$ cat config.mk
export PLATFORM = sky130hd
export DESIGN_NAME = imem_loader_flat
export DESIGN_NICKNAME = d
export VERILOG_FILES = /design/src/rtl/imem_pkg.sv /design/src/rtl/imem_loader_if.sv /design/src/rtl/imem_loader_byte_packer.sv /design/src/rtl/imem_loader.sv /design/src/flat_wrapper.sv
export SDC_FILE = /design/constraint.sdc
export NUM_CORES = 1
export LEC_CHECK = 0
export ABC_AREA = 0
export CAP_MARGIN = 15
export CELL_PAD_IN_SITES_DETAIL_PLACEMENT = 1
export CELL_PAD_IN_SITES_GLOBAL_PLACEMENT = 2
export CORE_MARGIN = 4
export CORE_UTILIZATION = 26
export CTS_CLUSTER_DIAMETER = 50
export CTS_CLUSTER_SIZE = 28
export DETAILED_ROUTE_END_ITERATION = 8
export DONT_BUFFER_PORTS = 1
export GPL_TIMING_DRIVEN = 0
export PLACE_DENSITY_LB_ADDON = 0.1
export SYNTH_ARGS = -nofsm -noshare
export SYNTH_HDL_FRONTEND = slang
export SYNTH_SLANG_ARGS = --single-unit
export TNS_END_PERCENT = 20
$ cat constraint.sdc
create_clock -name clk -period 5.3 [get_ports clk]
set_input_delay 1.06 -clock clk [delete_from_list [all_inputs] [get_ports clk]]
set_output_delay 1.06 -clock clk [all_outputs]
set_load 0.01 [all_outputs]
$ cat src/rtl/imem_pkg.sv
// ---------------------------------------------------------------------------
// imem_pkg
// Shared definitions for the instruction-memory loader: loader state
// encoding and the instruction-memory geometry.
// No ports (package).
// ---------------------------------------------------------------------------
package imem_pkg;

   typedef enum logic [1:0] {
      ST_HDR   = 2'd0,
      ST_BYTES = 2'd1,
      ST_DONE  = 2'd2
   } state_t;

   localparam int BYTES_PER_WORD = 4;
   localparam int IMEM_DEPTH     = 64;
   localparam int IMEM_ADDR_W    = 6;
   localparam int IMEM_DATA_W    = 32;

endpackage

$ cat src/rtl/imem_loader_if.sv
// ---------------------------------------------------------------------------
// imem_loader_if
// Groups the byte-stream handshake and the instruction-memory write port.
//   rx_valid  : producer has a byte on rx_data
//   rx_data   : stream byte
//   rx_ready  : loader accepts a byte this cycle
//   mem_we    : write strobe, one cycle per word
//   mem_waddr : word address of the write
//   mem_wdata : assembled little-endian instruction word
// master = loader side, slave = producer / memory side.
// ---------------------------------------------------------------------------
interface imem_loader_if #(
   parameter int ADDR_W = 6,
   parameter int DATA_W = 32
) ();

   logic              rx_valid;
   logic [7:0]        rx_data;
   logic              rx_ready;
   logic              mem_we;
   logic [ADDR_W-1:0] mem_waddr;
   logic [DATA_W-1:0] mem_wdata;

   modport master (
      input  rx_valid,
      input  rx_data,
      output rx_ready,
      output mem_we,
      output mem_waddr,
      output mem_wdata
   );

   modport slave (
      output rx_valid,
      output rx_data,
      input  rx_ready,
      input  mem_we,
      input  mem_waddr,
      input  mem_wdata
   );

endinterface

$ cat src/rtl/imem_loader_byte_packer.sv
// ---------------------------------------------------------------------------
// byte_packer
// Assembles accepted stream bytes into little-endian words. Byte k of a word
// lands in bits [8k+7:8k]; on the last byte the completed word is copied to
// the output register and word_valid pulses for exactly one cycle.
//   clk        : system clock
//   clear      : synchronous clear of byte index, partial word and outputs
//   byte_valid : a byte is transferred this cycle
//   byte_data  : the byte being transferred
//   word_valid : registered one-cycle pulse, word holds a complete word
//   word       : last completed word
// ---------------------------------------------------------------------------
module byte_packer
   import imem_pkg::*;
(
   input  logic                          clk,
   input  logic                          clear,
   input  logic                          byte_valid,
   input  logic [7:0]                    byte_data,
   output logic                          word_valid,
   output logic [BYTES_PER_WORD*8-1:0]   word
);

   localparam int WORD_W = BYTES_PER_WORD * 8;
   localparam int IDX_W  = $clog2(BYTES_PER_WORD);
   localparam logic [IDX_W-1:0] LAST_IDX = IDX_W'(BYTES_PER_WORD - 1);

   logic [IDX_W-1:0]  byte_idx;
   logic [WORD_W-1:0] assemble;

   // The completed word is copied out separately so that a byte accepted in
   // the write cycle can start the next word without disturbing mem_wdata.
   always_ff @(posedge clk) begin
      if (clear) begin
         byte_idx   <= '0;
         assemble   <= '0;
         word_valid <= 1'b0;
         word       <= '0;
      end else begin
         word_valid <= 1'b0;
         if (byte_valid) begin
            assemble[{byte_idx, 3'b000} +: 8] <= byte_data;
            byte_idx <= byte_idx + IDX_W'(1);
            if (byte_idx == LAST_IDX) begin
               word_valid <= 1'b1;
               word       <= {byte_data, assemble[WORD_W-9:0]};
            end
         end
      end
   end

endmodule

$ cat src/rtl/imem_loader.sv
// ---------------------------------------------------------------------------
// imem_loader
// Writer side of the instruction memory. Takes a header byte (word count N,
// 0 meaning DEPTH) followed by 4*N bytes, writes each assembled word to the
// instruction memory and holds the pipeline until the last write has issued.
// A start pulse in DONE re-arms the loader for a new image.
//   clk       : system clock, rising edge
//   rst       : synchronous active-high reset
//   start     : one-cycle re-arm pulse, honoured only in DONE
//   bus       : stream handshake + memory write port (master modport)
//   cpu_hold  : pipeline stall while loading
//   load_done : image fully written
// ---------------------------------------------------------------------------
module imem_loader
   import imem_pkg::*;
#(
   parameter int DEPTH  = IMEM_DEPTH,
   parameter int ADDR_W = IMEM_ADDR_W,
   parameter int DATA_W = IMEM_DATA_W
) (
   input  logic          clk,
   input  logic          rst,
   input  logic          start,
   imem_loader_if.master bus,
   output logic          cpu_hold,
   output logic          load_done
);

   localparam logic [7:0] FULL_LAST = 8'(DEPTH - 1);

   state_t                            state;
   logic                              rx_ready_q;
   logic [7:0]                        last_idx;
   logic [7:0]                        word_idx;
   logic                              packer_clear;
   logic                              byte_valid;
   logic                              word_valid;
   logic [BYTES_PER_WORD*8-1:0]       word;

   // Only bytes arriving in BYTES are payload; the header byte is consumed
   // by the FSM directly.
   assign packer_clear = rst || ((state == ST_DONE) && start);
   assign byte_valid   = bus.rx_valid && rx_ready_q && (state == ST_BYTES);

   byte_packer u_packer (
      .clk        (clk),
      .clear      (packer_clear),
      .byte_valid (byte_valid),
      .byte_data  (bus.rx_data),
      .word_valid (word_valid),
      .word       (word)
   );

   // The packer's registered pulse is the write strobe, so the write lands
   // in the cycle right after the fourth byte and mem_waddr (the current
   // word index) is already aligned with it.
   assign bus.rx_ready  = rx_ready_q;
   assign bus.mem_we    = word_valid;
   assign bus.mem_waddr = word_idx[ADDR_W-1:0];
   assign bus.mem_wdata = DATA_W'(word);

   // The header is stored as the index of the last word, so a header of 0
   // naturally becomes DEPTH-1. The word index is left on the last address
   // after the final write rather than stepping past it.
   always_ff @(posedge clk) begin
      if (rst) begin
         state      <= ST_HDR;
         rx_ready_q <= 1'b1;
         cpu_hold   <= 1'b1;
         load_done  <= 1'b0;
         last_idx   <= '0;
         word_idx   <= '0;
      end else begin
         case (state)
            ST_HDR: begin
               if (bus.rx_valid && rx_ready_q) begin
                  last_idx <= (bus.rx_data == 8'd0) ? FULL_LAST : bus.rx_data - 8'd1;
                  word_idx <= '0;
                  state    <= ST_BYTES;
               end
            end
            ST_BYTES: begin
               if (word_valid) begin
                  if (word_idx == last_idx) begin
                     state      <= ST_DONE;
                     rx_ready_q <= 1'b0;
                     cpu_hold   <= 1'b0;
                     load_done  <= 1'b1;
                  end else begin
                     word_idx <= word_idx + 8'd1;
                  end
               end
            end
            ST_DONE: begin
               if (start) begin
                  state      <= ST_HDR;
                  rx_ready_q <= 1'b1;
                  cpu_hold   <= 1'b1;
                  load_done  <= 1'b0;
                  word_idx   <= '0;
               end
            end
            default: begin
               state      <= ST_HDR;
               rx_ready_q <= 1'b1;
               cpu_hold   <= 1'b1;
               load_done  <= 1'b0;
               word_idx   <= '0;
            end
         endcase
      end
   end

endmodule

$ cat src/flat_wrapper.sv
// flat-port wrapper written by rule: the top's interface ports become plain ports
module imem_loader_flat import imem_pkg::*;
#(
   parameter int DEPTH  = IMEM_DEPTH,
   parameter int ADDR_W = IMEM_ADDR_W,
   parameter int DATA_W = IMEM_DATA_W
)
  (clk, rst, start, cpu_hold, load_done, bus_rx_valid, bus_rx_data, bus_rx_ready, bus_mem_we, bus_mem_waddr, bus_mem_wdata);
  imem_loader_if #(.ADDR_W(ADDR_W), .DATA_W(DATA_W)) bus_i ();
  input  logic clk;
  input  logic rst;
  input  logic start;
  output logic cpu_hold;
  output logic load_done;
  input wire logic [$bits(bus_i.rx_valid)-1:0] bus_rx_valid;
  input wire logic [$bits(bus_i.rx_data)-1:0] bus_rx_data;
  output wire logic [$bits(bus_i.rx_ready)-1:0] bus_rx_ready;
  output wire logic [$bits(bus_i.mem_we)-1:0] bus_mem_we;
  output wire logic [$bits(bus_i.mem_waddr)-1:0] bus_mem_waddr;
  output wire logic [$bits(bus_i.mem_wdata)-1:0] bus_mem_wdata;
  assign bus_i.rx_valid = bus_rx_valid;
  assign bus_i.rx_data = bus_rx_data;
  assign bus_rx_ready = bus_i.rx_ready;
  assign bus_mem_we = bus_i.mem_we;
  assign bus_mem_waddr = bus_i.mem_waddr;
  assign bus_mem_wdata = bus_i.mem_wdata;
  imem_loader #(.DEPTH(DEPTH), .ADDR_W(ADDR_W), .DATA_W(DATA_W)) u_core (.clk(clk), .rst(rst), .start(start), .bus(bus_i), .cpu_hold(cpu_hold), .load_done(load_done));
endmodule
### After elaboration in Yosys (flattened, before gate mapping)

Cells that the tools add are included.

* flip-flop bits (word level): 87
* bits of input ports: 12
* output and inout bits: 42
* word-level logic and storage cells: 59

* add/sub/neg operators: 4
* equality and inequality tests: 9
* shift operators: 2
* multiplexer cells: 21
* bitwise logic cells: 2
* reductions and logical operators: 12

Operator list (count)
* $mux W8: 5
* $bwmux W32: 1
* $shift A8 B7 Y32 const A: 1
* $shiftx A8 B7 Y32: 1
* $pmux W8 S3: 1
* $reduce_and A4 Y1: 3
* $add A8 B1 Y8 const B: 1
* $eq A8 B8 Y1: 1
* $logic_not A8 Y1: 1
* $mux W2: 4
* $ne A2 B2 Y1 const B: 4
* $sub A8 B1 Y8 const B: 1
* $mux W1: 7
* $neg A5 Y7: 1
* $pmux W1 S3: 2
* $pmux W2 S3: 1
* $eq A2 B2 Y1 const B: 2
* $reduce_and A2 Y1: 2
* $logic_and A1 B1 Y1: 3
* $add A2 B1 Y2 const B: 1
* $eq A2 B1 Y1 const B: 1
* $logic_not A2 Y1: 1
* $ne A2 B1 Y1 const B: 1
* $not A1 Y1: 2
* other kinds (2): 2

### Longest topological paths before layout

Gate-level depths: netlist of the first run.

* word-level depth: 4
* gate-level depth with buffers: 8
* gate-level depth less buffers: 6

### By module

A second synthesis of the first run with hierarchy kept.

* cell total of the unflattened synthesis: 382
* area total of the unflattened synthesis: 3301.9 µm²

By module, submodules not included
* byte_packer: instances 1, cells each 240, area each 2162.1 µm², sequential area each 1181.1 µm²
* imem_loader: instances 1, cells each 142, area each 1139.8 µm², sequential area each 400.4 µm²

### Worst setup path after synthesis of the first run

No wires, ideal clock.

* path type: input port to flip-flop
* start: in bus_rx_data[2]
* end: reg u_core.last_idx[7]
* library setup time: 0.137 ns
* data arrival time: 2.038 ns
* data required time: 5.163 ns
* path slack: 3.125 ns
* stages on the path: 6
* path buffers: 1
* cells stage by stage: clkbuf_1 > nor3_2 > nand3_1 > nor3_1 > mux2i_1 > a211oi_1

* word-level cells in the longest chain between the ends: 2
* elaborated cells between the ends (all ways): 3
* those cells by class: 1 x add/sub; 1 x mux; 1 x reduce/logical

Ends and longest elaborated chain
* start, declared: line flat_wrapper.sv:16 `input wire logic [$bits(bus_i.rx_data)-1:0] bus_rx_data;`
* $sub A8 B1 Y8 / $logic_not A8 Y1 (equally long branches): line imem_loader.sv:77 `last_idx <= (bus.rx_data == 8'd0) ? FULL_LAST : bus.rx_data - 8'd1;`
* $mux W8 *: line imem_loader.sv:77
* end signal, assigned: line imem_loader.sv:77
* end, declared: line imem_loader.sv:33 `logic [7:0] last_idx;`

Every way passes the cells marked *; elsewhere a longest branch is shown, timed or not.
A chain may end at the register's enable or synchronous reset.

### Final worst setup path of the first run

* start: reg u_core.u_packer.byte_idx[0]
* end: reg u_core.u_packer.assemble[17]

* word-level cells in the longest chain between the ends: 3
* elaborated cells between the ends (all ways): 4
* those cells by class: 1 x add/sub; 2 x shift; 1 x mux

Ends and longest elaborated chain
* start, declared: line imem_loader_byte_packer.sv:28 `logic [IDX_W-1:0] byte_idx;`
* start signal, assigned: line imem_loader_byte_packer.sv:43 `byte_idx <= byte_idx + IDX_W'(1);`
* $neg A5 Y7 *: line imem_loader_byte_packer.sv:42 `assemble[{byte_idx, 3'b000} +: 8] <= byte_data;`
* $shiftx A8 B7 Y32 / $shift A8 B7 Y32 (equally long branches): line imem_loader_byte_packer.sv:42
* $bwmux W32 *: line imem_loader_byte_packer.sv:42
* end signal, assigned by index: line imem_loader_byte_packer.sv:42
* end, declared: line imem_loader_byte_packer.sv:29 `logic [WORD_W-1:0] assemble;`

Marked as above.

==> summary.txt, run 1 <==
Outcome
  • Outcome: finished, final reports clean

Die
  • Vertical die dimension: 122 um
  • Die Outline Area: 0.0150 mm2
  • Std cell rows: 41
  • Initial core utilization: 26.7%
  • IO Pins: 54
  • Die Span X: 122 um
  • Floorplan core area: 0.0127 mm2

Power and ir drop
  • Part of the power in registers: 46.2%
  • Switching power as a share of total power: 24.4%
  • Reported net switching power: 0.000322 W
  • Portion of total power attributed to combinational logic: 6.8%
  • Internal power summed over all cells: 0.000998 W
  • Largest voltage drop on the vdd net: 145 uV
  • Leak: 1.28 nW
  • Power density over cell area: 338 mW/mm2
  • Share of total power in the clock network: 47.0%
  • Total power of the final layout: 0.00132 W

Logic synthesis
  • Post-Synth Simple-Gate Area: 26.3%
  • Most frequent cells after synthesis: 102 x nand2_1, 79 x dfxtp_1, 63 x a21oi_1, 30 x nand3_1, 19 x nor2_1
  • Most frequent cell after synthesis: nand2_1
  • Yosys warning total: 0
  • Ys async rst share: 0%
  • Post-Synth XOR/XNOR Area: 3.09%
  • Ys flop type: dfxtp_1
  • EDFF count, synth: 0
  • Post-Syn Area per Cell: 8.14 um2
  • Compound-gate portion of the synthesized area: 15.0%
  • Syn Nets: 437
  • Leading area contributor after synthesis: dfxtp_1
  • Netlist area before placement: 0.00340 mm2
  • Number of instances in the synthesized netlist: 418
  • Area contributors post-synth: dfxtp_1 46%, nand2_1 11%, a21oi_1 9.3%, nand3_1 4.4%, xnor2_1 2.8%
  • Cell variety after synth: 46
  • Arithmetic-cell share of the synthesized area counting full adders, half adders and majority gates: 2.57%
  • Number of storage elements in the synthesis netlist: 79
  • Main combinational cell family by area after synthesis: simple AND/OR/NAND/NOR gates
  • Share of synthesized area occupied by flip-flops and latches: 46.5%
  • Mux share of post-synthesis cell area: 0.588%
  • Fraction of post-synthesis cell area in the top cell type by area: 46.5%

STA
  • Skew final: 0.00518 ns
  • Setup violators final: 0
  • PnR worst setup slack: 3.12 ns
  • Maximum frequency from static timing analysis: 460 MHz
  • Unrepaired setup endpoints after global routing: false
  • Hold_ws: 0.452 ns
  • Final Hold Violating Endpoints: 0
  • Max-slew headroom: 34.6%
  • Final Max Slew Viols: 0
  • Final period demand of the worst path: 2.18 ns
  • Total Negative Setup Slacks: 0 ns
  • Worst slew pin tran: 0.979 ns
  • Crit share post-route: 41.1%

Cells and area
  • Fill cell instance count of the final layout: 1564
  • Fraction of the core area covered by cells at the end of the flow: 30.7%
  • Share of post-route cells with drive strength above 1: 9.45%
  • Nets@finish: 448
  • Footprint of the multi-input gates: 0.00162 mm2
  • Area added between synthesis and finish: 14.9%
  • Diodes inserted: 0
  • Sequential cell area in the final layout: 0.00158 mm2

Placement
  • DP HPWL: 7290 um
  • Worst setup timing slack at the placement stage: 2.71 ns
  • Port Buf Inserts: 0
  • Placer's final routability congestion estimate: 0.743

Global route
  • Initial antenna violation count: 0
  • GRT Overall Usage: 14.4%
  • Pin count of the biggest net entering global routing: 14
  • Vias in the first global route: 3004
  • Total overflow reported by the global router: 0
  • First-pass GRT wire length: 16500 um

Clock tree
  • Clock transition at the registers of the reported paths: 0.06 ns
  • Maximum level of the CTS H-tree: 3
  • Worst-skew pair later-pin latency: 0.34 ns
  • Post-CTS resize count: 0
  • Buffers inserted during post-CTS setup optimization: 0
  • Clock tree from TritonCTS: built
  • Total clock buffers created by CTS: 9
  • Worst-case clock buffer depth: 2
  • Total number of clock tree sinks: 79
  • Cell at the root of the clock tree: clkbuf_16
  • Cts-stage hold buffer count: 0

Hold path
  • Hold Path Origin: u_core.u_packer.assemble[1]
  • WHS Path Cells: 2
  • Hold-critical path endpoint: u_core.u_packer.assemble[1]
  • Hold WC Path Type: reg2reg

Setup path
  • RR Startpoint: u_core.u_packer.byte_idx[0]
  • Data arrival time of the worst path: 2.44 ns
  • Terminus of the critical flop-to-flop path: u_core.u_packer.assemble[17]
  • R2R setup slack: 3.12 ns
  • Critical Path Fanout Max: 8
  • Setup Crit Path Kind: reg2reg
  • Worst path required time: 5.57 ns
  • Worst setup SP type: flop
  • Reg2Reg Depth: 5
  • Endpoint class of the critical path: flop

Flow run
  • Max-cap viol count: 0

Route
  • DR DRC count: 0
  • Drt first pass iters: 4
  • Via density: 4.73
  • Final WL: 10100 um
  • Routed length per placed instance: 16.6 um
  • Initial DRC count: 77
  • Count of nets left with antenna violations after detail routing: 0
  • Vias after detailed routing: 2864
-- worst max-delay path, cell delays in order, from the launching register on --
cell	delay, ns
dfxtp_1	0.46
inv_1	0.14
ha_1	0.35
nor3b_1	0.81
nand3_1	0.16
a21oi_1	0.18
-- metal layers --
metal	global-route usage [%]	wire [um]	share of wire (%)
met5	0	0	0
met4	5.18	163	1.6
met3	4.19	424	4.2
met2	22.8	4810	48
met1	18.6	4680	46
-- cell type report --
cell class / count / area share (%)
Multi-Input combinational cell: 299 / 41.4
Sequential cell: 79 / 40.5
Clock buffer: 11 / 5.95
Tap cell: 172 / 5.51
Buffer: 34 / 4.61
Clock inverter: 5 / 1.50
Inverter: 6 / 0.576
-- cells in the final DEF (no fill, tap or decap), drive strengths merged --
master | Yosys | routed
nand4 | 3 | 3
clkinv | 0 | 2
inv | 6 | 6
a211oi | 6 | 6
a311oi | 2 | 2
nor4b | 1 | 1
o21a | 2 | 2
a21oi | 63 | 63
o32ai | 1 | 1
o2bb2ai | 1 | 1
o21ai | 6 | 6
nand2b | 4 | 4
a21o | 1 | 1
nor2b | 2 | 2
xnor2 | 11 | 11
nand3 | 30 | 30
a32oi | 1 | 1
bufinv | 0 | 1
o211ai | 4 | 4
clkinvlp | 0 | 2
buf | 20 | 20
and4 | 2 | 2
o21bai | 1 | 1
ha | 7 | 7
and2 | 4 | 4
nor2 | 21 | 21
a22o | 1 | 1
xor2 | 1 | 1
nand3b | 3 | 3
nor3 | 4 | 4
dfxtp | 79 | 79
nand2 | 102 | 102
mux2i | 2 | 2
a31oi | 1 | 1
nor3b | 4 | 4
or2 | 1 | 1
or4 | 4 | 4
or4b | 1 | 1
clkbuf | 14 | 25
or3 | 2 | 2
-- worst max-delay path by stage --
stage / from / endpoint / cells after the start
2_1_floorplan: bus_rx_data[2] / u_core.last_idx[7] / 6
3_3_place_gp: start / u_core.u_packer.word[9] / 5
3_5_place_dp: start / u_core.u_packer.word[11] / 5
4_1_cts: start / u_core.u_packer.word[4] / 5
5_1_grt: u_core.u_packer.byte_idx[0] / u_core.u_packer.assemble[23] / 5
6_report: u_core.u_packer.byte_idx[0] / u_core.u_packer.assemble[17] / 5
-- sequential cells by signal, summed over array words and instances, names as in the netlist --
| register | cells |
|---|---|
| u_core.u_packer.word | 32 |
| u_core.u_packer.assemble | 24 |
| u_core.last_idx | 8 |
| u_core.word_idx | 8 |
| u_core.state | 2 |
| u_core.u_packer.byte_idx | 2 |
| u_core.cpu_hold | 1 |
| u_core.load_done | 1 |
| u_core.u_packer.word_valid | 1 |
-- cell families after synthesis --
logic type	Yosys count
muxes	2
and+or+nand+nor	188
DFF	79
xor gates and xnor gates	12
AOI/OAI and AO/OA	90
adders and majority gates	7
buffers and inverters	40
-- metrics by stage --
stage	instances	instance area, um2
2_1_floorplan	418	3400
3_3_place_gp	590	3620
3_5_place_dp	590	3620
4_1_cts	606	3910
5_1_grt	606	3910
6_report	606	3910
-- power by group through the flow --
| stage | registers (W) | logic (W) | clock network [W] |
|---|---|---|---|
| CTS | 0.000610 | 0.0000920 | 0.000644 |
| floorplan | 0.000621 | 0.0000663 | 0 |
| detailed placement | 0.000623 | 0.0000917 | 0 |
| global route | 0.000610 | 0.000101 | 0.000672 |
| global placement | 0.000623 | 0.0000911 | 0 |
| finish | 0.000610 | 0.0000902 | 0.000620 |
(Power assumes the default switching activity.)
==> inputs of run 2 (changes only) <==
Settings changed: ABC_AREA 0 to 1.
Clock period 5.3 ns to 2.1 ns, I/O delays scaled along.
==> summary.txt, run 2 <==
Clock tree
  • Buffers inserted during post-CTS setup optimization: 0
  • Clock transition at the registers of the reported paths: 0.06 ns
  • Clock tree from TritonCTS: built
  • Cell at the root of the clock tree: clkbuf_16
  • Total number of clock tree sinks: 79
  • Worst-case clock buffer depth: 2
  • Maximum level of the CTS H-tree: 3
  • Worst-skew pair later-pin latency: 0.34 ns
  • Total clock buffers created by CTS: 9

STA
  • Max-slew headroom: 63.1%
  • Final period demand of the worst path: 1.94 ns
  • Final Hold Violating Endpoints: 0
  • Crit share post-route: 92.4%
  • Maximum frequency from static timing analysis: 515 MHz
  • Setup violators final: 0
  • Worst slew pin tran: 0.551 ns
  • Unrepaired setup endpoints after global routing: true
  • Skew final: 0.00871 ns
  • PnR worst setup slack: 0.159 ns
  • Final Max Slew Viols: 0

Cells and area
  • Top library cells by usage in the layout, fill and taps aside: 97 x nand2_1, 78 x dfxtp_1, 54 x a21oi_1
  • Number of flip-flops in the largest register: 32
  • Reg with most FFs: u_core.u_packer.word
  • Share of post-route cells with drive strength above 1: 9.63%
  • Cell Count, Final, Fillers Out: 664
  • Area added between synthesis and finish: 14.1%
  • Regs by FF count: u_core.u_packer.word: 32 flops, u_core.u_packer.assemble: 24 flops
  • Diodes inserted: 0
  • Nets@finish: 503
  • Leading cell type in the layout, fill and taps excluded: nand2_1

Setup path
  • Setup Crit Path Kind: reg2reg
  • Data arrival time of the worst path: 2.21 ns
  • Top cell by count, worst path: inv_1
  • Start point of the critical path: u_core.u_packer.byte_idx[0]
  • Worst setup SP type: flop
  • Slowest cell on the critical path: or3_1
  • Cell chain of the critical path: inv_1 > ha_1 > clkbuf_1 > inv_1 > nand3_2 > or3_1 > a21oi_1
  • Reg2Reg Depth: 7
  • Max stage delay on crit path: 0.40 ns
  • R2R setup slack: 0.16 ns
  • Worst path required time: 2.37 ns
  • Endpoint class of the critical path: flop
  • RR Startpoint: u_core.u_packer.byte_idx[0]
  • Critical Path Fanout Max: 8

Placement
  • DP HPWL: 8050 um
  • Placer's final routability congestion estimate: 0.752
  • Port Buf Inserts: 0
  • Inst Count DP: 649
  • Worst setup timing slack at the placement stage: 0.00221 ns

Global route
  • GRT Overall Usage: 14.0%
  • Initial antenna violation count: 0
  • Pin count of the biggest net entering global routing: 14
  • First-pass GRT wire length: 17700 um
  • Vias in the first global route: 3197
  • Total overflow reported by the global router: 0

Hold path
  • WHS Path Cells: 2
  • Hold WC Path Type: in2reg
  • Hold Path Origin: bus_rx_data[1]

Route
  • Routed length per placed instance: 16.0 um
  • Vias after detailed routing: 3113
  • DR DRC count: 0
  • Final WL: 10600 um
  • Initial DRC count: 102
  • Drt first pass iters: 4
  • Via density: 4.69
  • Count of nets left with antenna violations after detail routing: 0

Logic synthesis
  • Yosys warning total: 0
  • Post-Syn Area per Cell: 7.54 um2
  • Leading area contributor after synthesis: dfxtp_1
  • Syn Nets: 492
  • Number of storage elements in the synthesis netlist: 79
  • Share of synthesized area occupied by flip-flops and latches: 44.3%
  • Ys flop type: dfxtp_1
  • Mux share of post-synthesis cell area: 0%
  • Netlist area before placement: 0.00357 mm2
  • EDFF count, synth: 0
  • Area contributors post-synth: dfxtp_1 44%, nand2_1 10%, a21oi_1 7.6%, nand3_1 6.7%, inv_1 5.4%
  • Fraction of post-synthesis cell area in the top cell type by area: 44.3%
  • Post-Synth Simple-Gate Area: 23.7%
  • Post-Synth XOR/XNOR Area: 1.47%
  • Ys async rst share: 0%
  • Most frequent cell after synthesis: nand2_1
  • Arithmetic-cell share of the synthesized area counting full adders, half adders and majority gates: 2.46%
  • Most frequent cells after synthesis: 98 x nand2_1, 79 x dfxtp_1, 54 x a21oi_1, 51 x inv_1, 48 x nand3_1
  • Cell variety after synth: 31
  • Number of instances in the synthesized netlist: 473
  • Compound-gate portion of the synthesized area: 17.9%
  • Main combinational cell family by area after synthesis: simple AND/OR/NAND/NOR gates

Power and ir drop
  • Power density over cell area: 1130 mW/mm2
  • Largest voltage drop on the vdd net: 454 uV
  • Leak: 1.49 nW

Die
  • Vertical die dimension: 125 um
  • IO Pins: 54
  • Die Span X: 125 um
  • Die Outline Area: 0.0157 mm2
  • Initial core utilization: 26.7%
  • Std cell rows: 42
  • Floorplan core area: 0.0133 mm2

Flow run
  • Max-cap viol count: 0

Outcome
  • Outcome: finished, final reports clean
run 2: kinds of logic (layout without fill, tap and decap cells):
logic type,count (synthesis),count (layout)
and+or+nand+nor,191,191
xor gates and xnor gates,6,6
buffers and inverters,83,98
adders and majority gates,7,7
AOI/OAI and AO/OA,107,107
DFF,79,79
run 2: area by class of cell:
class,count,area (um2)
Fill cell,1653,9280
Multi-Input combinational cell,311,1630
Tap cell,176,220
Inverter,51,191
Clock inverter,5,33.8
Clock buffer,10,239
Buffer,32,170
Sequential cell,79,1580
run 2: stage by stage:
stage	power (W)	cell area, um2	utilization, %	setup TNS (ns)	hold slack [ns]
floorplan	0.00279	3570	-	0	0.431
global placement	0.00314	3790	28.4	0	0.447
detailed placement	0.00316	3790	28.4	0	0.452
CTS	0.00465	4060	30.4	0	0.230
global route	0.00493	4070	30.5	-0.0211	0.242
finish	0.00459	4070	30.5	0	0.243
run 2: worst paths after layout:
path,to
setup / recovery,u_core.u_packer.assemble[0]
hold / removal,u_core.u_packer.word[25]
setup reg to reg,u_core.u_packer.assemble[0]
hold reg to reg,u_core.u_packer.assemble[12]
run 2: power breakdown:
| group | internal, W | total [W] | switching (W) |
|---|---|---|---|
| clock | 0.000826 | 0.00146 | 0.000635 |
| combinational | 0.000408 | 0.00131 | 0.000898 |
| sequential | 0.00166 | 0.00182 | 0.000160 |
| total | 0.00289 | 0.00459 | 0.00169 |
run 2: repair_timing:
item / CTS / global route
gates cloned: 0 / 0
pin swaps: 0 / 0
hold buffers: 0 / 0
setup endpoints to repair: 1 / 19
resized for setup: 1 / 4
run 2: routing by layer:
layer / routed length (um) / global-route usage, % / up-vias
li1: - / - / 1598
met1: 5670 / 20.1 / 1455
met2: 4110 / 19.2 / 49
met3: 736 / 5.71 / 11
met4: 131 / 4.21 / 0
met5: 0 / 0 / -
run 2: worst max-delay path: cells and delay by family (launching register included):
family                   cells  cell delay [ns]
AO/OA/AOI/OAI                1             0.13
adder cells (fa/ha/maj)      1             0.30
flip-flops                   1             0.38
AND/OR/NAND/NOR              2             0.55
buffers and inverters        3             0.50
==> inputs of run 3 (changes only) <==
Settings changed: BUFFER_PORTS_ARGS set to -buffer_cell sky130_fd_sc_hd__clkbuf_2, DONT_BUFFER_PORTS 1 to unset.
==> summary.txt, run 3 (synthesized netlist as in run 2, its figures left out) <==
Route
  • Via density: 4.58
  • Vias after detailed routing: 3282
  • Initial DRC count: 132
  • Final WL: 10800 um
  • Count of nets left with antenna violations after detail routing: 0
  • Routed length per placed instance: 15.0 um
  • Drt first pass iters: 4
  • DR DRC count: 0

Setup path
  • Data arrival time of the worst path: 2.21 ns
  • Setup Crit Path Kind: reg2reg
  • Reg2Reg Depth: 7
  • Critical Path Fanout Max: 8
  • Cell chain of the critical path: inv_1 > ha_1 > clkbuf_1 > inv_1 > nand3_2 > or3_1 > a21oi_1
  • Worst path required time: 2.37 ns
  • Worst setup SP type: flop
  • R2R setup slack: 0.16 ns
  • Buffering stage count on the worst path with inverters included: 3
  • RR Startpoint: u_core.u_packer.byte_idx[0]
  • Crit path max-delay family: simple AND/OR/NAND/NOR gates
  • Top cell by count, worst path: inv_1
  • Terminus of the critical flop-to-flop path: u_core.u_packer.assemble[7]
  • Max stage delay on crit path: 0.42 ns
  • Endpoint class of the critical path: flop
  • Slowest cell on the critical path: or3_1

Placement
  • Placer's final routability congestion estimate: 0.786
  • Inst Count DP: 701
  • DP HPWL: 8100 um
  • Port Buf Inserts: 52

Power and ir drop
  • Internal power summed over all cells: 0.00309 W
  • Part of the power in registers: 37.4%
  • Switching power as a share of total power: 36.0%
  • Share of total power in the clock network: 33.8%
  • Total power of the final layout: 0.00483 W
  • Largest voltage drop on the vdd net: 379 uV
  • Power density over cell area: 1110 mW/mm2
  • Leak: 1.74 nW
  • Reported net switching power: 0.00174 W
  • Portion of total power attributed to combinational logic: 28.8%

Clock tree
  • Clock transition at the registers of the reported paths: 0.06 ns
  • Cts-stage hold buffer count: 0
  • Worst-skew pair later-pin latency: 0.34 ns
  • Total clock buffers created by CTS: 9
  • Cell at the root of the clock tree: clkbuf_16
  • Total number of clock tree sinks: 79
  • Buffers inserted during post-CTS setup optimization: 0
  • Clock tree from TritonCTS: built
  • Maximum level of the CTS H-tree: 3
  • Worst-case clock buffer depth: 2

Cells and area
  • Share of post-route cells with drive strength above 1: 18.3%
  • Area added between synthesis and finish: 22.4%
  • Nets@finish: 555
  • Leading cell type in the layout, fill and taps excluded: nand2_1
  • Diodes inserted: 0
  • Top library cells by usage in the layout, fill and taps aside: 97 x nand2_1, 78 x dfxtp_1, 54 x a21oi_1
  • Number of flip-flops in the largest register: 32
  • Reg with most FFs: u_core.u_packer.word
  • Cell Count, Final, Fillers Out: 717
  • Regs by FF count: u_core.u_packer.word: 32 flops, u_core.u_packer.assemble: 24 flops

Die
  • Vertical die dimension: 125 um
  • Std cell rows: 42
  • Die Span X: 125 um
  • Die Outline Area: 0.0157 mm2
  • Initial core utilization: 26.7%
  • Floorplan core area: 0.0133 mm2
  • IO Pins: 54

Flow run
  • Max-cap viol count: 0

Hold path
  • Hold-critical path endpoint: u_core.state[1]
  • Hold Path Origin: start
  • WHS Path Cells: 4
  • Hold WC Path Type: in2reg

STA
  • Max-slew headroom: 62.7%
  • Maximum frequency from static timing analysis: 516 MHz
  • Final period demand of the worst path: 1.94 ns
  • Crit share post-route: 92.3%
  • Worst slew pin tran: 0.556 ns
  • Skew final: 0.00593 ns
  • Final Max Slew Viols: 0
  • Unrepaired setup endpoints after global routing: false
  • Setup violators final: 0
  • Final Hold Violating Endpoints: 0

Global route
  • First-pass GRT wire length: 18100 um
  • Total overflow reported by the global router: 0
  • GRT Overall Usage: 14.4%
  • Vias in the first global route: 3403
  • Pin count of the biggest net entering global routing: 14
  • Initial antenna violation count: 0

Outcome
  • Outcome: finished, final reports clean
run 3: power by group through the flow:
stage	registers, W	clock network [W]	logic (W)
floorplan	0.00181	0	0.000977
global placement	0.00184	0	0.00136
detailed placement	0.00184	0	0.00139
CTS	0.00181	0.00169	0.00140
global route	0.00183	0.00175	0.00159
finish	0.00181	0.00163	0.00139
run 3: through the flow:
step / setup TNS, ns / hold slack [ns] / worst slack (ns) / cell area, um2 / util [%]
after floorplan: 0 / 0.431 / 0.410 / 3570 / -
after global placement: -0.0181 / 0.447 / -0.0181 / 4050 / 30.3
after detailed placement: -0.0342 / 0.450 / -0.0342 / 4050 / 30.3
after CTS: 0 / 0.394 / 0.0121 / 4360 / 32.6
after global routing: 0 / 0.435 / 0.00869 / 4370 / 32.7
final: 0 / 0.397 / 0.162 / 4370 / 32.7
run 3: cell type report:
type | count | area (um2)
Fill cell | 1665 | 8980
Multi-Input combinational cell | 311 | 1630
Sequential cell | 79 | 1580
Timing Repair Buffer | 52 | 260
Clock buffer | 12 | 256
Tap cell | 176 | 220
Inverter | 51 | 191
Buffer | 32 | 170
Clock inverter | 4 | 52.6
run 3: worst max path at each step:
stage                                start                           to  slack [ns]  cells past startpoint
2_1_floorplan  u_core.u_packer.byte_idx[0]  u_core.u_packer.assemble[6]        0.41                      7
3_3_place_gp                  bus_rx_valid   u_core.u_packer.word_valid       -0.02                      7
3_5_place_dp                  bus_rx_valid   u_core.u_packer.word_valid       -0.03                      7
4_1_cts                    u_core.state[0]   u_core.u_packer.word_valid        0.01                      6
5_1_grt                    u_core.cpu_hold           u_core.last_idx[0]       0.009                      7
6_report       u_core.u_packer.byte_idx[0]  u_core.u_packer.assemble[7]        0.16                      7
run 3: repair_timing:
item | in CTS | in global routing
endpoints found under the setup margin | 0 | 36
resized for setup | 0 | 5
endpoints found under the hold margin | 0 | 0
run 3: tightest hold or removal path: stages:
cell and delay, ns:
clkbuf_2 0.07, inv_1 0.05, nand2_1 0.08, a21oi_1 0.06
run 3: layer usage:
metal / vias up / global-route usage [%] / wire length [um]
li1: 1690 / - / -
met1: 1531 / 21.5 / 5980
met2: 49 / 20.5 / 4300
met3: 12 / 3.11 / 333
met4: 0 / 4.97 / 163
met5: - / 0 / 0
